<file path="src/rtl/du_tx_arbiter.sv">
// du_tx_arbiter: round-robin owner of the debug unit's single UART transmitter.
// The winner's word is copied when it is granted. The word is then sent one byte at a
// time, least significant byte first, using the UART tx_start/tx_done handshake. When the
// last byte is done, the owner gets a one-cycle ack.
module du_tx_arbiter #(
    parameter int N_REQ   = 4,
    parameter int NB_DATA = 32,
    parameter int N_BITS  = 8,
    parameter int N_BYTES = 4
) (
    input  logic                     i_clock,
    input  logic                     i_reset,
    input  logic [N_REQ-1:0]         i_req,
    input  logic [N_REQ*NB_DATA-1:0] i_data,
    input  logic [N_REQ*3-1:0]       i_nbytes,
    input  logic                     i_tx_done,
    output logic [N_BITS-1:0]        o_tx_data,
    output logic                     o_tx_start,
    output logic [N_REQ-1:0]         o_grant,
    output logic [N_REQ-1:0]         o_ack,
    output logic                     o_busy,
    output logic [1:0]               o_state
);

    localparam int PTR_W = (N_REQ > 1) ? $clog2(N_REQ) : 1;

    typedef enum logic [1:0] {
        S_IDLE  = 2'd0,
        S_START = 2'd1,
        S_WAIT  = 2'd2,
        S_ACK   = 2'd3
    } state_t;

    state_t              state_q, state_d;
    logic [PTR_W-1:0]    ptr_q, ptr_d;
    logic [PTR_W-1:0]    win_q, win_d;
    logic [NB_DATA-1:0]  word_q, word_d;
    logic [2:0]          last_q, last_d;
    logic [2:0]          byte_cnt_q, byte_cnt_d;
    logic [N_BITS-1:0]   tx_data_q, tx_data_d;
    logic                tx_start_q, tx_start_d;
    logic [N_REQ-1:0]    grant_q, grant_d;
    logic [N_REQ-1:0]    ack_q, ack_d;
    logic                busy_q, busy_d;

    logic                pick_found;
    logic [PTR_W-1:0]    pick_idx;
    logic [PTR_W-1:0]    cand;
    logic [2:0]          sel_nb;
    logic [2:0]          pick_last;

    // Round-robin pick: the first active request at or after the pointer, wrapping around.
    always_comb begin
        // NOTE: every variable gets a default before any branch, so no latch is inferred.
        pick_found = 1'b0;
        pick_idx   = '0;
        cand       = '0;
        for (int i = 0; i < N_REQ; i++) begin
            cand = PTR_W'((int'(ptr_q) + i) % N_REQ);
            if (!pick_found && i_req[cand]) begin
                pick_found = 1'b1;
                pick_idx   = cand;
            end
        end
    end

    // Index of the winner's last byte. A count of 0 means 1 byte; counts above N_BYTES are clamped.
    always_comb begin
        sel_nb = i_nbytes[int'(pick_idx)*3 +: 3];
        if (sel_nb == 3'd0)
            pick_last = 3'd0;
        else if (int'(sel_nb) > N_BYTES)
            pick_last = 3'(N_BYTES - 1);
        else
            pick_last = sel_nb - 3'd1;
    end

    // FSM next state. Every output is computed here one cycle early and then registered.
    always_comb begin
        state_d    = state_q;
        ptr_d      = ptr_q;
        win_d      = win_q;
        word_d     = word_q;
        last_d     = last_q;
        byte_cnt_d = byte_cnt_q;
        grant_d    = grant_q;
        ack_d      = '0;
        tx_start_d = 1'b0;
        tx_data_d  = tx_data_q;

        unique case (state_q)
            S_IDLE: begin
                if (pick_found) begin
                    win_d           = pick_idx;
                    word_d          = i_data[int'(pick_idx)*NB_DATA +: NB_DATA];
                    last_d          = pick_last;
                    byte_cnt_d      = 3'd0;
                    grant_d         = '0;
                    grant_d[pick_idx] = 1'b1;
                    tx_start_d      = 1'b1;
                    state_d         = S_START;
                end
            end
            S_START: begin
                state_d = S_WAIT;
            end
            S_WAIT: begin
                if (i_tx_done) begin
                    if (byte_cnt_q == last_q) begin
                        ack_d   = grant_q;
                        state_d = S_ACK;
                    end else begin
                        byte_cnt_d = byte_cnt_q + 3'd1;
                        tx_start_d = 1'b1;
                        state_d    = S_START;
                    end
                end
            end
            S_ACK: begin
                grant_d = '0;
                ptr_d   = PTR_W'((int'(win_q) + 1) % N_REQ);
                state_d = S_IDLE;
            end
            default: state_d = S_IDLE;
        endcase

        // Load the byte being started. It then stays unchanged through WAIT.
        if (tx_start_d)
            tx_data_d = word_d[int'(byte_cnt_d)*N_BITS +: N_BITS];

        busy_d = (state_d != S_IDLE);
    end

    // State and output registers with asynchronous reset.
    always_ff @(posedge i_clock or posedge i_reset) begin
        if (i_reset) begin
            state_q    <= S_IDLE;
            ptr_q      <= '0;
            win_q      <= '0;
            // NOTE: the snapshot and data registers are reset too, so o_tx_data reads 0 after reset.
            word_q     <= '0;
            last_q     <= '0;
            byte_cnt_q <= '0;
            tx_data_q  <= '0;
            tx_start_q <= 1'b0;
            grant_q    <= '0;
            ack_q      <= '0;
            busy_q     <= 1'b0;
        end else begin
            // NOTE: non-blocking assignments, so every register updates from pre-edge values.
            state_q    <= state_d;
            ptr_q      <= ptr_d;
            win_q      <= win_d;
            word_q     <= word_d;
            last_q     <= last_d;
            byte_cnt_q <= byte_cnt_d;
            tx_data_q  <= tx_data_d;
            tx_start_q <= tx_start_d;
            grant_q    <= grant_d;
            ack_q      <= ack_d;
            busy_q     <= busy_d;
        end
    end

    assign o_tx_data  = tx_data_q;
    assign o_tx_start = tx_start_q;
    assign o_grant    = grant_q;
    assign o_ack      = ack_q;
    assign o_busy     = busy_q;
    assign o_state    = state_q;

endmodule

</file>
<file path="config.mk">
export PLATFORM = sky130hd
export DESIGN_NAME = du_tx_arbiter
export DESIGN_NICKNAME = d
export VERILOG_FILES = /design/src/rtl/du_tx_arbiter.sv
export SDC_FILE = /design/constraint.sdc
export NUM_CORES = 1
export LEC_CHECK = 0
export ABC_CLOCK_PERIOD_IN_PS = 3200
export CORE_UTILIZATION = 43
export DETAILED_ROUTE_END_ITERATION = 8
export MAX_ROUTING_LAYER = met4
export PLACE_DENSITY = 0.81
export SLEW_MARGIN = 20
export SYNTH_ARGS = -nofsm -noshare
export SYNTH_HDL_FRONTEND = slang
export SYNTH_SLANG_ARGS = --single-unit
</file>
<file path="constraint.sdc">
create_clock -name i_clock -period 3.2 [get_ports i_clock]
set_input_delay 0.64 -clock i_clock [delete_from_list [all_inputs] [get_ports i_clock]]
set_output_delay 0.64 -clock i_clock [all_outputs]
set_load 0.005 [all_outputs]
</file>
Word level (Yosys, flattened, before mapping)
Index checks and enable logic that the tools add are counted.
{"block": "word_totals", "ff_bits": 62, "input_bits": 147}
{"block": "classes", "addsub": 6, "mul": 1, "n_lt_le_gt_ge": 7, "eq_ne": 5, "n_shift": 3, "muxes": 39, "n_reduce_logical": 13}
{"cell": "128-bit by 8-bit indexed part select with 32-bit output", "count": 1}
{"cell": "32-bit two-way mux", "count": 2}
{"cell": "32-bit by 7-bit indexed part select with 8-bit output", "count": 1}
{"cell": "4-bit two-way mux", "count": 4}
{"cell": "2-bit by 3-bit < comparator with 1-bit output (second input constant)", "count": 5}
{"cell": "3-bit two-way mux", "count": 5}
{"cell": "2-bit two-way mux", "count": 7}
{"cell": "1-bit two-way mux", "count": 12}
{"cell": "12-bit by 5-bit indexed part select with 3-bit output", "count": 1}
{"cell": "1-bit binary-select mux with 2-bit select", "count": 4}
{"cell": "2-bit case mux with 4 select lines", "count": 1}
{"cell": "4-bit case mux with 2 select lines", "count": 1}
{"cell": "3-bit case mux with 2 select lines", "count": 1}
{"cell": "2-bit by 1-bit adder with 2-bit output (second input constant)", "count": 2}
{"cell": "2-bit adder (second input constant)", "count": 2}
{"cell": "2-bit equality test (second input constant)", "count": 2}
{"cell": "1-bit logical AND", "count": 4}
{"cell": "2-bit by 2-bit multiplier with 4-bit output (second input constant)", "count": 1}
{"cell": "2-bit AND reduction", "count": 2}
{"cell": "2-bit nonzero test", "count": 2}
{"cell": "3-bit by 1-bit adder with 3-bit output (second input constant)", "count": 1}
{"cell": "3-bit equality test", "count": 1}
{"cell": "3-bit > comparator (second input constant)", "count": 1}
{"cell": "1-bit logical NOT", "count": 3}
{"cell": "8 further kinds", "count": 8}

Depth between registers and ports, before layout
{"block": "depth", "word_depth": 18, "ltp_mapped": 14, "depth_no_buf": 11}

Least setup slack after synthesis
OpenSTA, ideal clock, no wires.
{"block": "synth_timing", "path_type": "input to register", "from": "input port i_req[1]", "to": "register last_q[1]", "arrival_time_ps": 2586, "slack_ps": 531, "stages": 12, "path_buffers": 3, "path_cell_list": "buf_2 -> or2_1 -> a31oi_2 -> buf_2 -> buf_2 -> nand2_1 -> nand3_1 -> nand2_1 -> ha_1 -> nor2_1 -> o21ai_0 -> o21ai_0"}
{"block": "synth_via", "elab_chain_cells": 17, "word_cells_on_any_way": 30, "cone_classes": "1 x add/sub; 1 x mul; 1 x order compare; 1 x shift; 18 x mux; 8 x reduce/logical"}
{"element": "start, declared", "line_no": "13", "rtl": "input logic [N_REQ-1:0] i_req,"}
{"element": "1-bit binary-select mux with 2-bit select", "line_no": "60", "rtl": "if (!pick_found && i_req[cand]) begin"}
{"element": "1-bit two-way mux (not written as such)", "line_no": "60"}
{"element": "1-bit two-way mux", "line_no": "60"}
{"element": "1-bit logical NOT", "line_no": "60"}
{"element": "1-bit logical AND", "line_no": "60"}
{"element": "1-bit two-way mux", "line_no": "60"}
{"element": "1-bit logical NOT", "line_no": "60"}
{"element": "1-bit logical AND", "line_no": "60"}
{"element": "1-bit two-way mux", "line_no": "60"}
{"element": "1-bit logical NOT", "line_no": "60"}
{"element": "1-bit logical AND", "line_no": "60"}
{"element": "2-bit two-way mux", "line_no": "60"}
{"element": "2-bit by 2-bit multiplier with 4-bit output", "line_no": "69", "rtl": "sel_nb = i_nbytes[int'(pick_idx)*3 +: 3];"}
{"element": "12-bit by 5-bit indexed part select with 3-bit output", "line_no": "69"}
{"element": "3-bit by 1-bit subtractor with 3-bit output / 3-bit > comparator (equally long branches)", "line_no": "75, 72"}
{"element": "3-bit two-way mux", "line_no": "72", "rtl": "else if (int'(sel_nb) > N_BYTES)"}
{"element": "3-bit two-way mux", "line_no": "70", "rtl": "if (sel_nb == 3'd0)"}
{"element": "end signal, assigned", "line_no": "155", "rtl": "last_q <= last_d;"}
{"element": "end, declared", "line_no": "38", "rtl": "logic [2:0] last_q, last_d;"}
Parallel ways exist; a longest one is shown, timed or not. The select of a mux whose other input is x is not followed.
A chain may end at the register's enable or synchronous reset.

Final worst setup path
{"block": "layout_timing", "from": "input port i_req[2]", "to": "register last_q[1]"}
The elaborated chain is that of the path after synthesis.

==> run metrics <==
most used cell along the critical path=o21ai_0; hold buffers post-CTS=0; Max Used Layer=met4; Buffers on Ports=166; number of flops mapped to enable cells by yosys=0; hold path depth=1; Arr. time, crit path=3.08 ns; DRT iter0 DRCs=255; Setup Buffers After CTS=0; clk buf depth=2; stages on the worst setup path=10; Reg2Reg Setup Slack=0.62 ns; WL final=14100 um; max incr delay on CP=0.53 ns; crit path launch type=input pin; floorplan row count=34; CP delay by family, top=compound AO/OA/AOI/OAI gates; Worst-Skew Late Latency=0.35 ns; vias in the first global route=4522; post-route cell area=6050 um2; Synth async-reset ratio=100%; Crit Path Class=in -> reg; clk_skew=0.00980 ns; Distinct cells, synth=56; Critical Path Sink Type=flip-flop; HP Class=reg -> reg; vias per inst=5.79; most numerous cell in the Yosys netlist=nand2_1; core area=8760 um2; Post-Syn Area per Cell=8.44 um2; # setup viols final=0; area grow syn2layout=55.2%; Seq cells post-synth=62; Area after DPL=5820 um2; die height=97.2 um; Die ar.=9450 um2; post-cts sizing count=0; GRT Util Overall=30.9%; WL/cell=18.7 um; Worst Hold End=word_q[0]; I/O Pins=167; register area share after synthesis=39.8%; static leakage=2.58 nW; crit path cell chain=clkdlybuf4s50_1 > nor2b_1 > and2_1 > o32a_2 > mux2i_1 > mux2_2 > ha_1 > nor2_1 > o21ai_0 > o21ai_0; TritonCTS clock tree=done; cts bufs inserted=9; R2R depth=6; RD Place Congestion=0.896; wire length on met3=1020 um; Post-Syn Nets=612; yosys warns=0; Synth area leader=dfrtp_1; WL met1=5680 um; VDD IR-drop max=540 uV; Worst EP required=3.47 ns; # DRC=0; Crit path buffers/inverters=1; final hold vios=0; Mapped Area=3900 um2; max_cap viols=0; Period minus WS final=2.81 ns; pin count of the biggest net entering global routing=76; reg2reg start=byte_cnt_q[2]; Final period util=87.8%; hold_sp=word_q[0]; die width=97.2 um; Max Freq=356 MHz; Clock transition at path regs=0.07 ns; Commonest cells post-synth=nand2_1, dfrtp_1, o21ai_0; status=finished, final reports clean; Antenna Cells=0; area share of the largest cell type after synthesis=39.8%; DPL Wire Length=10800 um; Worst Max-Slew Pin Slew=0.740 ns; initial core utilization=44.5%; Worst slew margin=50.6%; Finished Layout Cells=754; via count=4367; number of cells after detailed placement=738; Cells after Synth=462; initial antenna violation count=0; CTS HTree Levels=3; clk sink count=62; # nets final=791; layout cell share with drive strength beyond 1=12.2%; top post-synthesis cells by area=dfrtp_1, nand2_1, o221ai_1; RSZ-0062 raised after global routing=false; Synth Flop Type=dfrtp_1; GR Overflow Total=0; R2R Path End=o_tx_data[1]; DR WL met2=6870 um; pwr/cell area=885 nW/um2; Setup TNS Final=0 ns; slowest CP cell=clkdlybuf4s50_1; critical-path maximum fanout=5; post-route ant nets=0; max-slew violations=0; CTS Root Buffer Type=clkbuf_8; first drt pass iteration count=4; first-pass GRT wire length=22100 um
## layout by cell type (no fill, tap or decap), drive strengths merged, types with 5 or more instances in the layout
master and n:
clkdlybuf4s50 166, nand2 107, dfrtp 62, o21ai 41, buf 36, o221ai 27, nor2 25, a21oi 25
nand3 23, clkbuf 11, a31oi 10, mux2i 9, mux2 8, a21o 8, o22ai 8, inv 8
a311oi 6, a211oi 6, xor2 5, o31ai 5
## sequential cells by signal, indices dropped and copies added (netlist names)
signal and cells:
byte_cnt_q 3, last_q 3, o_ack 4, o_busy 1
o_grant 4, o_state 2, o_tx_data 8, o_tx_start 1
ptr_q 2, win_q 2, word_q 32
## power by group
part	switching, mW	internal (mW)
registers	0.284	1.15
clock network	0.327	0.481
logic	1.70	1.42
## area by class of cell
type                    instances  area (um2)
clock buffers                  11         151
inverters                       8        30.0
repair buffers                202        1940
clock inverters                 5        81.3
well taps                     108         135
fillers                       715        2710
flip-flops and latches         62        1550
multi-input cells             358        2160
## logic make-up after synthesis
logic type      Yosys count  share of synthesized area (%)
xor+xnor                  6                           1.35
flops                    62                           39.8
fa+ha+maj                 3                          0.963
simple gates            178                           19.8
buf+inv                  42                           5.17
compound gates          154                           28.3
mux                      17                           4.62
## worst max path at each step
stage                   from           end  slack [ns]
global route        i_req[0]     last_q[1]        0.23
detailed placement  i_req[2]     last_q[1]        0.07
CTS                 i_req[2]     last_q[1]        0.41
global placement    i_req[3]  o_tx_data[4]        0.14
floorplan           i_req[1]     last_q[1]        0.53
finish              i_req[2]     last_q[1]        0.39
## metal layers
| metal | global-route usage (%) | up-vias |
|---|---|---|
| li1 | - | 2057 |
| met1 | 36.3 | 2047 |
| met2 | 51.5 | 213 |
| met3 | 6.12 | 50 |
| met4 | 13.7 | 0 |
| met5 | - | - |
## stage by stage
| stage | power, mW | hold slack (ns) | worst slack, ns | utilization [%] |
|---|---|---|---|---|
| after floorplan | 3.33 | 0.441 | 0.531 | - |
| after global placement | 4.39 | 0.455 | 0.140 | 66.4 |
| after detailed placement | 4.49 | 0.465 | 0.0705 | 66.4 |
| after CTS | 5.32 | 0.482 | 0.415 | 69.1 |
| after global routing | 5.72 | 0.497 | 0.233 | 69.1 |
| final | 5.36 | 0.480 | 0.389 | 69.1 |
(Power assumes the default switching activity.)
